$ cat src/rtl/module_codificador_secded_pkg.sv
// Shared SECDED(8,4) definitions: FSM states, codeword positions and the
// helpers that build injection masks and parity.
package pkg_hamming;

    typedef enum logic [1:0] {
        IDLE     = 2'd0,
        CODIFICA = 2'd1,
        INYECTA  = 2'd2,
        ENVIA    = 2'd3
    } estado_t;

    // Hamming positions are 1-based; bit index in the codeword is position-1.
    localparam logic [3:0] POS_P1  = 4'd1;
    localparam logic [3:0] POS_P2  = 4'd2;
    localparam logic [3:0] POS_D1  = 4'd3;
    localparam logic [3:0] POS_P3  = 4'd4;
    localparam logic [3:0] POS_D2  = 4'd5;
    localparam logic [3:0] POS_D3  = 4'd6;
    localparam logic [3:0] POS_D4  = 4'd7;
    localparam logic [3:0] POS_P0  = 4'd8;
    localparam logic [3:0] POS_MIN = 4'd1;
    localparam logic [3:0] POS_MAX = 4'd8;

    function automatic logic [7:0] mascara_pos(input logic [3:0] pos);
        logic [7:0] m;
        m = 8'h00;
        if ((pos >= POS_MIN) && (pos <= POS_MAX)) begin
            m = 8'h01 << (pos - 4'd1);
        end else begin
            m = 8'h00;
        end
        return m;
    endfunction

    function automatic logic paridad7(input logic [6:0] v);
        return ^v;
    endfunction

endpackage

$ cat src/rtl/module_codificador_secded_comb.sv
// Combinational SECDED(8,4) encoder: Hamming(7,4) in positions 1..7 and an
// overall even-parity bit in position 8.
module module_codificador_comb
    import pkg_hamming::*;
(
    input  logic [3:0] dato,
    output logic [7:0] palabra
);

    logic d1_s, d2_s, d3_s, d4_s;
    logic p1_s, p2_s, p3_s;
    logic [6:0] hamming7_s;

    assign d1_s = dato[0];
    assign d2_s = dato[1];
    assign d3_s = dato[2];
    assign d4_s = dato[3];

    assign p1_s = d1_s ^ d2_s ^ d4_s;
    assign p2_s = d1_s ^ d3_s ^ d4_s;
    assign p3_s = d2_s ^ d3_s ^ d4_s;

    // Builds positions 1..7 in order p1 p2 d1 p3 d2 d3 d4.
    always_comb begin
        hamming7_s               = 7'b000_0000;
        hamming7_s[POS_P1-4'd1]  = p1_s;
        hamming7_s[POS_P2-4'd1]  = p2_s;
        hamming7_s[POS_D1-4'd1]  = d1_s;
        hamming7_s[POS_P3-4'd1]  = p3_s;
        hamming7_s[POS_D2-4'd1]  = d2_s;
        hamming7_s[POS_D3-4'd1]  = d3_s;
        hamming7_s[POS_D4-4'd1]  = d4_s;
    end

    assign palabra = {paridad7(hamming7_s), hamming7_s};

endmodule

$ cat src/rtl/module_codificador_secded.sv
// Transmit-side SECDED encoder: captures a data word on carga, encodes it,
// optionally flips up to two bits and holds it under a valid/ready handshake.
module module_codificador_secded
    import pkg_hamming::*;
(
    input  logic       clk,
    input  logic       rst_n,
    input  logic       carga,
    input  logic [3:0] dato,
    input  logic [3:0] err_pos_a,
    input  logic [3:0] err_pos_b,
    input  logic       listo,
    output logic [7:0] palabra_cod,
    output logic       valido,
    output logic       ocupado,
    output logic [7:0] mascara_err,
    output logic [3:0] contador_tx
);

    estado_t    estado_r, estado_sig_s;
    logic [3:0] dato_r, pos_a_r, pos_b_r;
    logic [7:0] limpio_s, limpio_r, mascara_s;
    logic [7:0] palabra_r, mascara_r;
    logic       valido_r, ocupado_r;
    logic [3:0] contador_r;
    logic       captura_s, codifica_s, inyecta_s, transfiere_s;

    module_codificador_comb u_codificador (
        .dato    (dato_r),
        .palabra (limpio_s)
    );

    // OR rather than XOR so a duplicated position flips a single bit.
    assign mascara_s = mascara_pos(pos_a_r) | mascara_pos(pos_b_r);

    // State register.
    always_ff @(posedge clk or negedge rst_n) begin
        if (!rst_n) begin
            estado_r <= IDLE;
        end else begin
            estado_r <= estado_sig_s;
        end
    end

    // Next-state logic.
    always_comb begin
        estado_sig_s = estado_r;
        case (estado_r)
            IDLE: begin
                if (carga) begin
                    estado_sig_s = CODIFICA;
                end else begin
                    estado_sig_s = IDLE;
                end
            end
            CODIFICA: estado_sig_s = INYECTA;
            INYECTA:  estado_sig_s = ENVIA;
            ENVIA: begin
                if (valido_r && listo) begin
                    estado_sig_s = IDLE;
                end else begin
                    estado_sig_s = ENVIA;
                end
            end
            default: estado_sig_s = IDLE;
        endcase
    end

    // Per-state datapath enables.
    always_comb begin
        captura_s    = 1'b0;
        codifica_s   = 1'b0;
        inyecta_s    = 1'b0;
        transfiere_s = 1'b0;
        case (estado_r)
            IDLE:     captura_s    = carga;
            CODIFICA: codifica_s   = 1'b1;
            INYECTA:  inyecta_s    = 1'b1;
            ENVIA:    transfiere_s = valido_r & listo;
            default: begin
                captura_s    = 1'b0;
                codifica_s   = 1'b0;
                inyecta_s    = 1'b0;
                transfiere_s = 1'b0;
            end
        endcase
    end

    // Input capture: the word in flight is frozen from the load cycle on.
    always_ff @(posedge clk or negedge rst_n) begin
        if (!rst_n) begin
            dato_r  <= 4'd0;
            pos_a_r <= 4'd0;
            pos_b_r <= 4'd0;
        end else if (captura_s) begin
            dato_r  <= dato;
            pos_a_r <= err_pos_a;
            pos_b_r <= err_pos_b;
        end
    end

    // Clean codeword register.
    always_ff @(posedge clk or negedge rst_n) begin
        if (!rst_n) begin
            limpio_r <= 8'h00;
        end else if (codifica_s) begin
            limpio_r <= limpio_s;
        end
    end

    // Injected word and mask; kept after transfer until the next injection.
    always_ff @(posedge clk or negedge rst_n) begin
        if (!rst_n) begin
            palabra_r <= 8'h00;
            mascara_r <= 8'h00;
        end else if (inyecta_s) begin
            palabra_r <= limpio_r ^ mascara_s;
            mascara_r <= mascara_s;
        end
    end

    // Handshake valid flag.
    always_ff @(posedge clk or negedge rst_n) begin
        if (!rst_n) begin
            valido_r <= 1'b0;
        end else if (inyecta_s) begin
            valido_r <= 1'b1;
        end else if (transfiere_s) begin
            valido_r <= 1'b0;
        end
    end

    // Busy flag, registered from the next state so it tracks state exactly.
    always_ff @(posedge clk or negedge rst_n) begin
        if (!rst_n) begin
            ocupado_r <= 1'b0;
        end else begin
            ocupado_r <= (estado_sig_s != IDLE);
        end
    end

    // Accepted-word counter, wraps modulo 16.
    always_ff @(posedge clk or negedge rst_n) begin
        if (!rst_n) begin
            contador_r <= 4'd0;
        end else if (transfiere_s) begin
            contador_r <= contador_r + 4'd1;
        end
    end

    assign palabra_cod = palabra_r;
    assign mascara_err = mascara_r;
    assign valido      = valido_r;
    assign ocupado     = ocupado_r;
    assign contador_tx = contador_r;

endmodule

$ cat config.mk
export PLATFORM = sky130hd
export DESIGN_NAME = module_codificador_secded
export DESIGN_NICKNAME = d
export VERILOG_FILES = /design/src/rtl/module_codificador_secded_pkg.sv /design/src/rtl/module_codificador_secded_comb.sv /design/src/rtl/module_codificador_secded.sv
export SDC_FILE = /design/constraint.sdc
export NUM_CORES = 1
export LEC_CHECK = 0
export CORE_ASPECT_RATIO = 2
export CORE_UTILIZATION = 47
export CTS_CLUSTER_DIAMETER = 30
export DETAILED_ROUTE_END_ITERATION = 12
export PLACE_DENSITY = 0.75
export SLEW_MARGIN = 20
export SYNTH_ARGS = -nofsm -noshare
export SYNTH_HDL_FRONTEND = slang
export SYNTH_SLANG_ARGS = --single-unit
$ cat constraint.sdc
create_clock -name clk -period 1.2 [get_ports clk]
set_input_delay 0.24 -clock clk [delete_from_list [all_inputs] [get_ports clk]]
set_output_delay 0.24 -clock clk [all_outputs]
set_load 0.02 [all_outputs]
======== Yosys cells after proc, flatten, opt, wreduce, memory -nomap -nowiden ========
Cells that the tools add are included.
storage, ports and cells
  register bits ........................... 44
  output and inout bits ................... 22
  word-level logic and storage cells ...... 49
operators by class
  $add $sub $neg .......................... 3
  order comparisons ....................... 4
  equality and inequality tests ........... 3
  shifts and indexed selects .............. 2
  muxes and demuxes ....................... 11
  bitwise logic cells ..................... 9
  reductions and logical operators ........ 7
operators by type and width
  operator             count
  $mux 8               2
  $shl 1x4->8 const A  2
  $ge 4x1->1 const B   2
  $le 4x4->1 const B   2
  $or 8x8->8           1
  $pmux 2 s4           1
  $sub 4x1->4 const B  2
  $xor 8x8->8          1
  $mux 1               7
  $reduce_xor 7->1     1
  $xor 1x1->1          6
  $add 4x1->4 const B  1
  $eq 2x2->1 const B   2
  $reduce_bool 2->1    2
  $logic_and 1x1->1    3
  $eq 2x1->1 const B   1
  $logic_not 2->1      1
  $mux 2               1
  $and 1x1->1          1

======== Logic depth before layout (Yosys ltp) ========
Gate-level depths: netlist (run 1).
  word-level depth ........................ 5
  mapped depth ............................ 5
  depth with buffers taken out ............ 3

======== Modules after synthesis ========
From an unflattened synthesis (run 1), not the netlist that was laid out.
second synthesis, totals
  cell total of the unflattened synthesis .. 176
  area total of the unflattened synthesis .. 2144.6 µm²
modules (own cells, without submodules)
  module                     times used  cells an instance  area each (µm²)
  module_codificador_secded  1           165                1989.4
  module_codificador_comb    1           11                 155.1

======== Least setup slack after synthesis (run 1) ========
No wires, ideal clock.
  kind .................................... register to register
  from .................................... register estado_r[0]
  to ...................................... register dato_r[0]
  setup time .............................. 125 ps
  data arrival time ....................... 1131 ps
  data required time ...................... 1075 ps
  path slack .............................. -56 ps
  cell stages (with the launch flop) ...... 5
  buffers on the path ..................... 1
  clock period less this slack ............ 1256 ps
  cell sequence ........................... dfrtp_1 -> nor2_1 -> and2_4 -> buf_6 -> mux2_4
on the way
  word-level cells in the longest chain between the ends .. 2
RTL lines
  what                    RTL line                         source
  start, declared         module_codificador_secded.sv:20  estado_t estado_r, estado_sig_s;
  start signal, assigned  module_codificador_secded.sv:41  estado_r <= estado_sig_s;
  $logic_not 2->1         module_codificador_secded.sv:75  case (estado_r)
  $mux 1                  module_codificador_secded.sv:75
  end signal, assigned    module_codificador_secded.sv:96  dato_r <= dato;
  end, declared           module_codificador_secded.sv:21  logic [3:0] dato_r, pos_a_r, pos_b_r;
Every way passes these cells.
A chain may end at the register's enable or synchronous reset.

======== Worst setup path in the final report (run 1) ========
  from .................................... register estado_r[0]
  to ...................................... register palabra_r[3] (netlist: palabra_cod[3])
on the way
  word-level cells in the longest chain between the ends .. 2
RTL lines
  what                  RTL line                          source
  $eq 2x2->1            module_codificador_secded.sv:75
  $mux 1                module_codificador_secded.sv:75
  end signal, assigned  module_codificador_secded.sv:117  palabra_r <= limpio_r ^ mascara_s;
  end, declared         module_codificador_secded.sv:23   logic [7:0] palabra_r, mascara_r;
Every way passes these cells.

==> out/qor.txt, run 1 <==
Synthesized flop and latch total -> 44
Die Span X -> 49.49 microns
Worst skew pair latency -> 0.29 ns
Data required, critical path -> 1.42 ns
Tmin final -> 1.276 ns
Cell Pwr Density -> 2841 nW/um^2
Core Area -> 4339 sq um
Placed Instances -> 292
All-layer global routing usage -> 20.68%
Ant. Diodes -> 0
Die Footprint -> 4799 sq um
Placement Cell Area -> 2766 sq um
Total grt overflow -> 0
Final count of hold timing violations -> 0
Slew Viols, Final -> 0
First-pass GRT wire length -> 7548 microns
Synth async-reset ratio -> 100.0%
Synth top area cells -> dfrtp_1 52%, mux2_4 7.1%, mux2_2 4.3%
Final Cycle Share -> 106.3%
Most used DFF post-synth -> dfrtp_1
Routed via count divided by cell count -> 5.390
Final worst-path setup slack -> -0.07574 ns
Worst Reg-to-Reg Cells -> 5
CTS tree -> yes
Most common cell in the netlist -> dfrtp_1
Combinational fraction of design power -> 54.8%
Num CTS Buffers -> 5
Chip height -> 96.97 microns
Sequential area share after synthesis -> 51.95%
Initial antenna violation count -> 0
RD Place Congestion -> 0.8057
Vias in the first global route -> 1659
Overall power -> 8.452 mW
Remaining DRCs -> 0
Most common library cells after synthesis -> 44 x dfrtp_1, 23 x nand2_1, 10 x mux2_4, 9 x nor2_1, 9 x xnor2_1
H-tree depth -> 2
Outcome -> finished with violations
Critical path class -> flip-flop to flip-flop
Port bufs -> 37
CTS sink count -> 44
Worst r2r src -> estado_r[0]$_DFF_PN0_
Share of the synthesized area in the top cell type -> 51.95%
Design area -> 2975 sq um
Remaining antenna violation count -> 0
Failing checks -> setup timing
Post-DP HPWL -> 3098 microns
Worst path arrival time -> 1.49 ns
Routed WL -> 4737 microns
Area Overhead vs Synth -> 40.38%
Initial Util -> 48.85%
Worst min path class -> input port to async pin
R2R Path End -> palabra_cod[3]$_DFFE_PN0P_
Pint -> 5.158 mW
Clock skew -> 0.008947 ns
Fin util -> 68.57%
Pre-CTS WS -> -0.2960 ns
Critical path peak fanout -> 6
Synth Area per Inst -> 11.97 sq um
Switching Share -> 38.98%
CP startpoint kind -> flip-flop
Non-filler cells, final -> 308
Clk pwr share -> 11.0%
Slew @ Worst Pin -> 0.3400 ns
Synth Instances -> 177
Distinct cells, synth -> 37
Setup TNS Final -> -1.067 ns
RSZ-0062 raised after global routing -> true
Synthesized area -> 2120 sq um
Flop2flop setup slack -> -0.08 ns
Drt pass-1 iters -> 4
Net Sw Power -> 3.295 mW
Pin count of the biggest net entering global routing -> 45
Yosys Warn Count -> 0
Worst setup EP type -> flip-flop
Mapped Nets -> 194
LEAKAGE -> 1.348 nW
Register share of total power -> 34.1%
Max-slew headroom -> 77.24%
Total number of vias -> 1660
Post-synth top area cell -> dfrtp_1
Site Rows -> 34
Fmax -> 783.9 MHz
Hold Slack -> 0.4482 ns
Worst vdd ir -> 0.001890 V
# setup viols final -> 25
First-iteration detailed-routing DRC count -> 26
Reg clk slew, reported paths -> 0.08 ns
Post-synth EDFFs -> 0
Final nets -> 270
IO Pins -> 38
Max clock buf depth -> 2
Clock Root Buffer -> clkbuf_8
Wirelength per Cell -> 15.38 microns
Share of layout cells above drive strength 1 -> 45.67%
Max-cap viol count -> 0
==> placed cells by master (no fill, tap or decap), types with 2 or more instances in the layout <==
master,Yosys,final
clkinv_2,0,2
mux2_2,8,7
xnor2_1,9,9
dfrtp_1,44,39
o211ai_2,2,2
nand4b_1,2,2
a22oi_2,0,3
nand2_1,23,22
nand3b_1,6,6
nand2b_1,7,6
nor2_1,9,7
mux2_4,10,13
o211ai_1,4,4
clkbuf_2,0,7
nor2b_4,0,2
o21ai_1,6,6
buf_2,5,11
nand2b_4,0,2
clkbuf_8,0,6
a221o_1,5,5
nor4b_4,0,2
a31oi_1,2,2
buf_4,1,24
nand4_1,3,3
and2_4,1,2
nand3_1,2,2
and2b_2,0,2
buf_6,1,12
a22oi_1,5,2
dfrtp_2,0,5
clkdlybuf4s15_2,0,5
clkdlybuf4s50_1,0,14
==> how the worst max path moves through the flow <==
stage                                startpoint  cells after the start                          to
final                     estado_r[0]$_DFF_PN0_                      5  palabra_cod[3]$_DFFE_PN0P_
after global routing      estado_r[0]$_DFF_PN0_                      5  palabra_cod[3]$_DFFE_PN0P_
after CTS                 estado_r[0]$_DFF_PN0_                      5  palabra_cod[3]$_DFFE_PN0P_
after detailed placement                  carga                      3      pos_b_r[0]$_DFFE_PN0P_
after global placement                    carga                      3      pos_b_r[0]$_DFFE_PN0P_
after floorplan           estado_r[1]$_DFF_PN0_                      4       dato_r[0]$_DFFE_PN0P_
==> logic make-up (layout without fill, tap and decap cells) <==
| group | Yosys count | in the layout | share of synthesized area, % |
|---|---|---|---|
| adder cells (fa/ha/maj) | 1 | 1 | 0.5902 |
| AO/OA/AOI/OAI | 30 | 30 | 11.16 |
| buffers and inverters | 7 | 83 | 2.066 |
| AND/OR/NAND/NOR | 66 | 67 | 18.12 |
| multiplexers | 20 | 20 | 12.40 |
| flip-flops | 44 | 44 | 51.95 |
| XOR/XNOR | 9 | 9 | 3.719 |
==> layout make-up <==
| class | instances | area (sq um) |
|---|---|---|
| clock buffers | 6 | 82.58 |
| multi-input cells | 127 | 1076 |
| flip-flops and latches | 44 | 1107 |
| well taps | 54 | 67.56 |
| fillers | 333 | 1364 |
| clock inverters | 2 | 10.01 |
| repair buffers | 75 | 631.9 |
==> layer usage <==
layer | track usage [%] | part of all wire (%) | routed length (microns)
met5 | 0 | 0 | 0
met4 | 10.55 | 3.4 | 161
met3 | 4.560 | 3.1 | 147
met2 | 37.51 | 57 | 2709
met1 | 21.33 | 36 | 1718
==> flip-flops by register name, summed over array words and instances (netlist names) <==
name and cells:
contador_tx 4, dato_r 4, estado_r 2, limpio_r 8
mascara_err 8, ocupado 1, palabra_cod 8, pos_a_r 4
pos_b_r 4, valido 1
==> power by group through the flow <==
stage	clock network [mW]	registers, mW	logic [mW]
after global routing	1.02	2.97	5.00
after global placement	0	2.76	4.28
final	0.933	2.89	4.63
after floorplan	0	3.17	2.11
after detailed placement	0	2.81	4.35
after CTS	0.954	2.84	4.48
==> worst max-delay path, cell delays in order (launching register included) <==
cell	delay, ns
dfrtp_1	0.43
buf_6	0.16
buf_6	0.12
nand3b_1	0.15
a221o_1	0.26
o211ai_1	0.08
==> timing repair <==
action / CTS / global route
buffers inserted: 2 / 4
endpoints found under the setup margin: 54 / 58
hold endpoints to repair: 44 / 0
gates cloned: 1 / 1
hold buffers: 1 / 0
gates resized for setup: 77 / 41
pin swaps: 8 / 9
Note: power is estimated with default switching activity, not from simulation.
==> run 2, diff against run 1 <==
--- a/config.mk
+++ b/config.mk
@@ -6,10 +6,11 @@
 export NUM_CORES = 1
 export LEC_CHECK = 0
 export CORE_ASPECT_RATIO = 2
-export CORE_UTILIZATION = 47
+export CORE_UTILIZATION = 50
+export CTS_BUF_LIST = sky130_fd_sc_hd__clkbuf_16
 export CTS_CLUSTER_DIAMETER = 30
 export DETAILED_ROUTE_END_ITERATION = 12
-export PLACE_DENSITY = 0.75
+export PLACE_DENSITY = 0.77
 export SLEW_MARGIN = 20
 export SYNTH_ARGS = -nofsm -noshare
 export SYNTH_HDL_FRONTEND = slang
==> constraint.sdc (replaced) <==
create_clock -name clk -period 1.5 [get_ports clk]
set_input_delay 0.3 -clock clk [delete_from_list [all_inputs] [get_ports clk]]
set_output_delay 0.3 -clock clk [all_outputs]
set_load 0.02 [all_outputs]
==> run 2 against run 1 <==
  * The run now ends clean
  * Worst hold slack improved by 0.027 ns
  * Non-clock buffer count shrank 33
  * Wire length down 12%
  * Clock-buffer cell count is 1 lower
  * Via count down 8.2%
  * Clock skew fell by 0.0062 ns
  * Fmax down 9.2%
  * Power down 28%
  * Critical endpoint is now pos_b_r[0]$_DFFE_PN0P_
==> out/qor.txt, run 2 (synthesized netlist as in run 1, its figures left out) <==
Reg clk slew, reported paths -> 0.06 ns
Ant. Diodes -> 0
Non-filler cells, final -> 272
Slew Viols, Final -> 0
RSZ-0062 raised after global routing -> false
Num CTS Buffers -> 5
CTS tree -> yes
Register area -> 1101 sq um
Worst skew pair latency -> 0.28 ns
IO Pins -> 38
Worst r2r src -> estado_r[0]$_DFF_PN0_
Leading cell type in the layout, fill and taps excluded -> dfrtp_1
Critical path, cell by cell -> nor2_2 > and2_4 > mux2_1
Worst path arrival time -> 1.57 ns
CP peak stage delay -> 0.47 ns
Placed Instances -> 263
CTS sink count -> 44
RD Place Congestion -> 0.8812
Tmin final -> 1.405 ns
Commonest non-fill, non-tap cells in the layout -> 44 x dfrtp_1, 23 x nand2_1, 22 x dlygate4sd2_1, 14 x clkdlybuf4s50_1, 10 x mux2_4
Max clock buf depth -> 2
Vias in the first global route -> 1543
Design area -> 2675 sq um
Die Span X -> 48.04 microns
CP Launch Point -> estado_r[0]$_DFF_PN0_
Worst vdd ir -> 0.001248 V
Worst setup EP type -> flip-flop
Filler cells -> 327
Setup TNS Final -> 0 ns
Remaining antenna violation count -> 0
Final Cycle Share -> 93.68%
Worst min path class -> flip-flop to flip-flop
Routed WL -> 4181 microns
Slew @ Worst Pin -> 0.4253 ns
Data required, critical path -> 1.66 ns
Routed via count divided by cell count -> 5.603
Final count of hold timing violations -> 0
LEAKAGE -> 1.190 nW
Site Rows -> 33
Critical path class -> flip-flop to flip-flop
CP startpoint kind -> flip-flop
Remaining DRCs -> 0
Area of the multi-input gates -> 979.7 sq um
Core Area -> 4088 sq um
Drt pass-1 iters -> 4
Critical path peak fanout -> 12
Chip height -> 94.08 microns
Hold Crit Start -> palabra_cod[6]$_DFFE_PN0P_
Clock skew -> 0.002764 ns
Total number of vias -> 1524
Area Overhead vs Synth -> 26.21%
Max-slew headroom -> 71.54%
Initial antenna violation count -> 0
Crit-path leading delay family -> flip-flops
Pre-CTS WS -> -0.07487 ns
Total grt overflow -> 0
Port bufs -> 37
Final nets -> 236
Pin count of the biggest net entering global routing -> 45
H-tree depth -> 2
Clock Root Buffer -> clkbuf_16
Bufs and invs on worst path -> 0
Die Footprint -> 4519 sq um
Post-DP HPWL -> 3229 microns
Outcome -> complete, no violations
Wirelength per Cell -> 15.37 microns
Placement Cell Area -> 2549 sq um
Max-cap viol count -> 0
Final worst-path setup slack -> 0.09481 ns
First-pass GRT wire length -> 6962 microns
All-layer global routing usage -> 22.00%
Share of layout cells above drive strength 1 -> 19.09%
Slowest CP cell -> dfrtp_1
Initial Util -> 51.85%
First-iteration detailed-routing DRC count -> 15
Cell Pwr Density -> 2271 nW/um^2
Overall power -> 6.074 mW
Fmax -> 711.6 MHz
# setup viols final -> 0
[run 2: path summary, 6_finish.rpt]
kind	slack [ns]	to	cells after the start
setup reg to reg	0.09	pos_b_r[0]$_DFFE_PN0P_	3
min in group asynchronous	0.52	mascara_err[6]$_DFFE_PN0P_	3
hold / removal	0.47	palabra_cod[6]$_DFFE_PN0P_	2
hold reg to reg	0.47	palabra_cod[6]$_DFFE_PN0P_	2
max in group asynchronous	0.77	contador_tx[2]$_DFFE_PN0P_	3
setup / recovery	0.09	pos_b_r[0]$_DFFE_PN0P_	3
[run 2: where the power goes]
group          leakage, nW  internal, mW  total (mW)  switching [mW]
clock network       0.0710         0.604        1.02           0.415
registers            0.541          1.76        2.36           0.597
logic                0.577          1.33        2.69            1.37
[run 2: area by class of cell]
type	count	share of cell area, %
Clock inverter	3	0.5145
Multi-Input combinational cell	126	36.62
Tap cell	52	2.432
Clock buffer	5	4.677
Sequential cell	44	41.16
Timing Repair Buffer	42	14.59
[run 2: repair_timing]
item | CTS | global route
buffers inserted | 0 | 0
pin swaps | 0 | 1
gates resized for setup | 22 | 2
hold buffers | 1 | 0
setup endpoints to repair | 22 | 3
endpoints found under the hold margin | 31 | 0
[run 2: through the flow]
step | utilization [%] | hold slack (ns)
floorplan | - | 0.004409
global placement | 62.35 | 0.2876
detailed placement | 62.35 | 0.2919
CTS | 65.32 | 0.4785
global route | 65.44 | 0.4931
finish | 65.44 | 0.4749
[run 2: routing by layer]
metal	part of all wire [%]	track usage [%]	vias to the layer above
li1	-	-	722
met1	35	22.15	733
met2	57	37.84	48
met3	3.0	5.192	21
met4	4.4	12.73	0
met5	0	0	-
[run 2: tightest hold or removal path, cell delays in order, from the launching register on]
cell and delay, ns:
dfrtp_1 0.34, nand2_1 0.05, nand3_1 0.05
==> run 3, diff against run 2 <==
--- a/config.mk
+++ b/config.mk
@@ -8,7 +8,6 @@
 export CORE_ASPECT_RATIO = 2
 export CORE_UTILIZATION = 50
 export CTS_BUF_LIST = sky130_fd_sc_hd__clkbuf_16
-export CTS_CLUSTER_DIAMETER = 30
 export DETAILED_ROUTE_END_ITERATION = 12
 export PLACE_DENSITY = 0.77
 export SLEW_MARGIN = 20
==> results of run 3 <==
Final layout, timing and power as in run 2 (identical DEF).
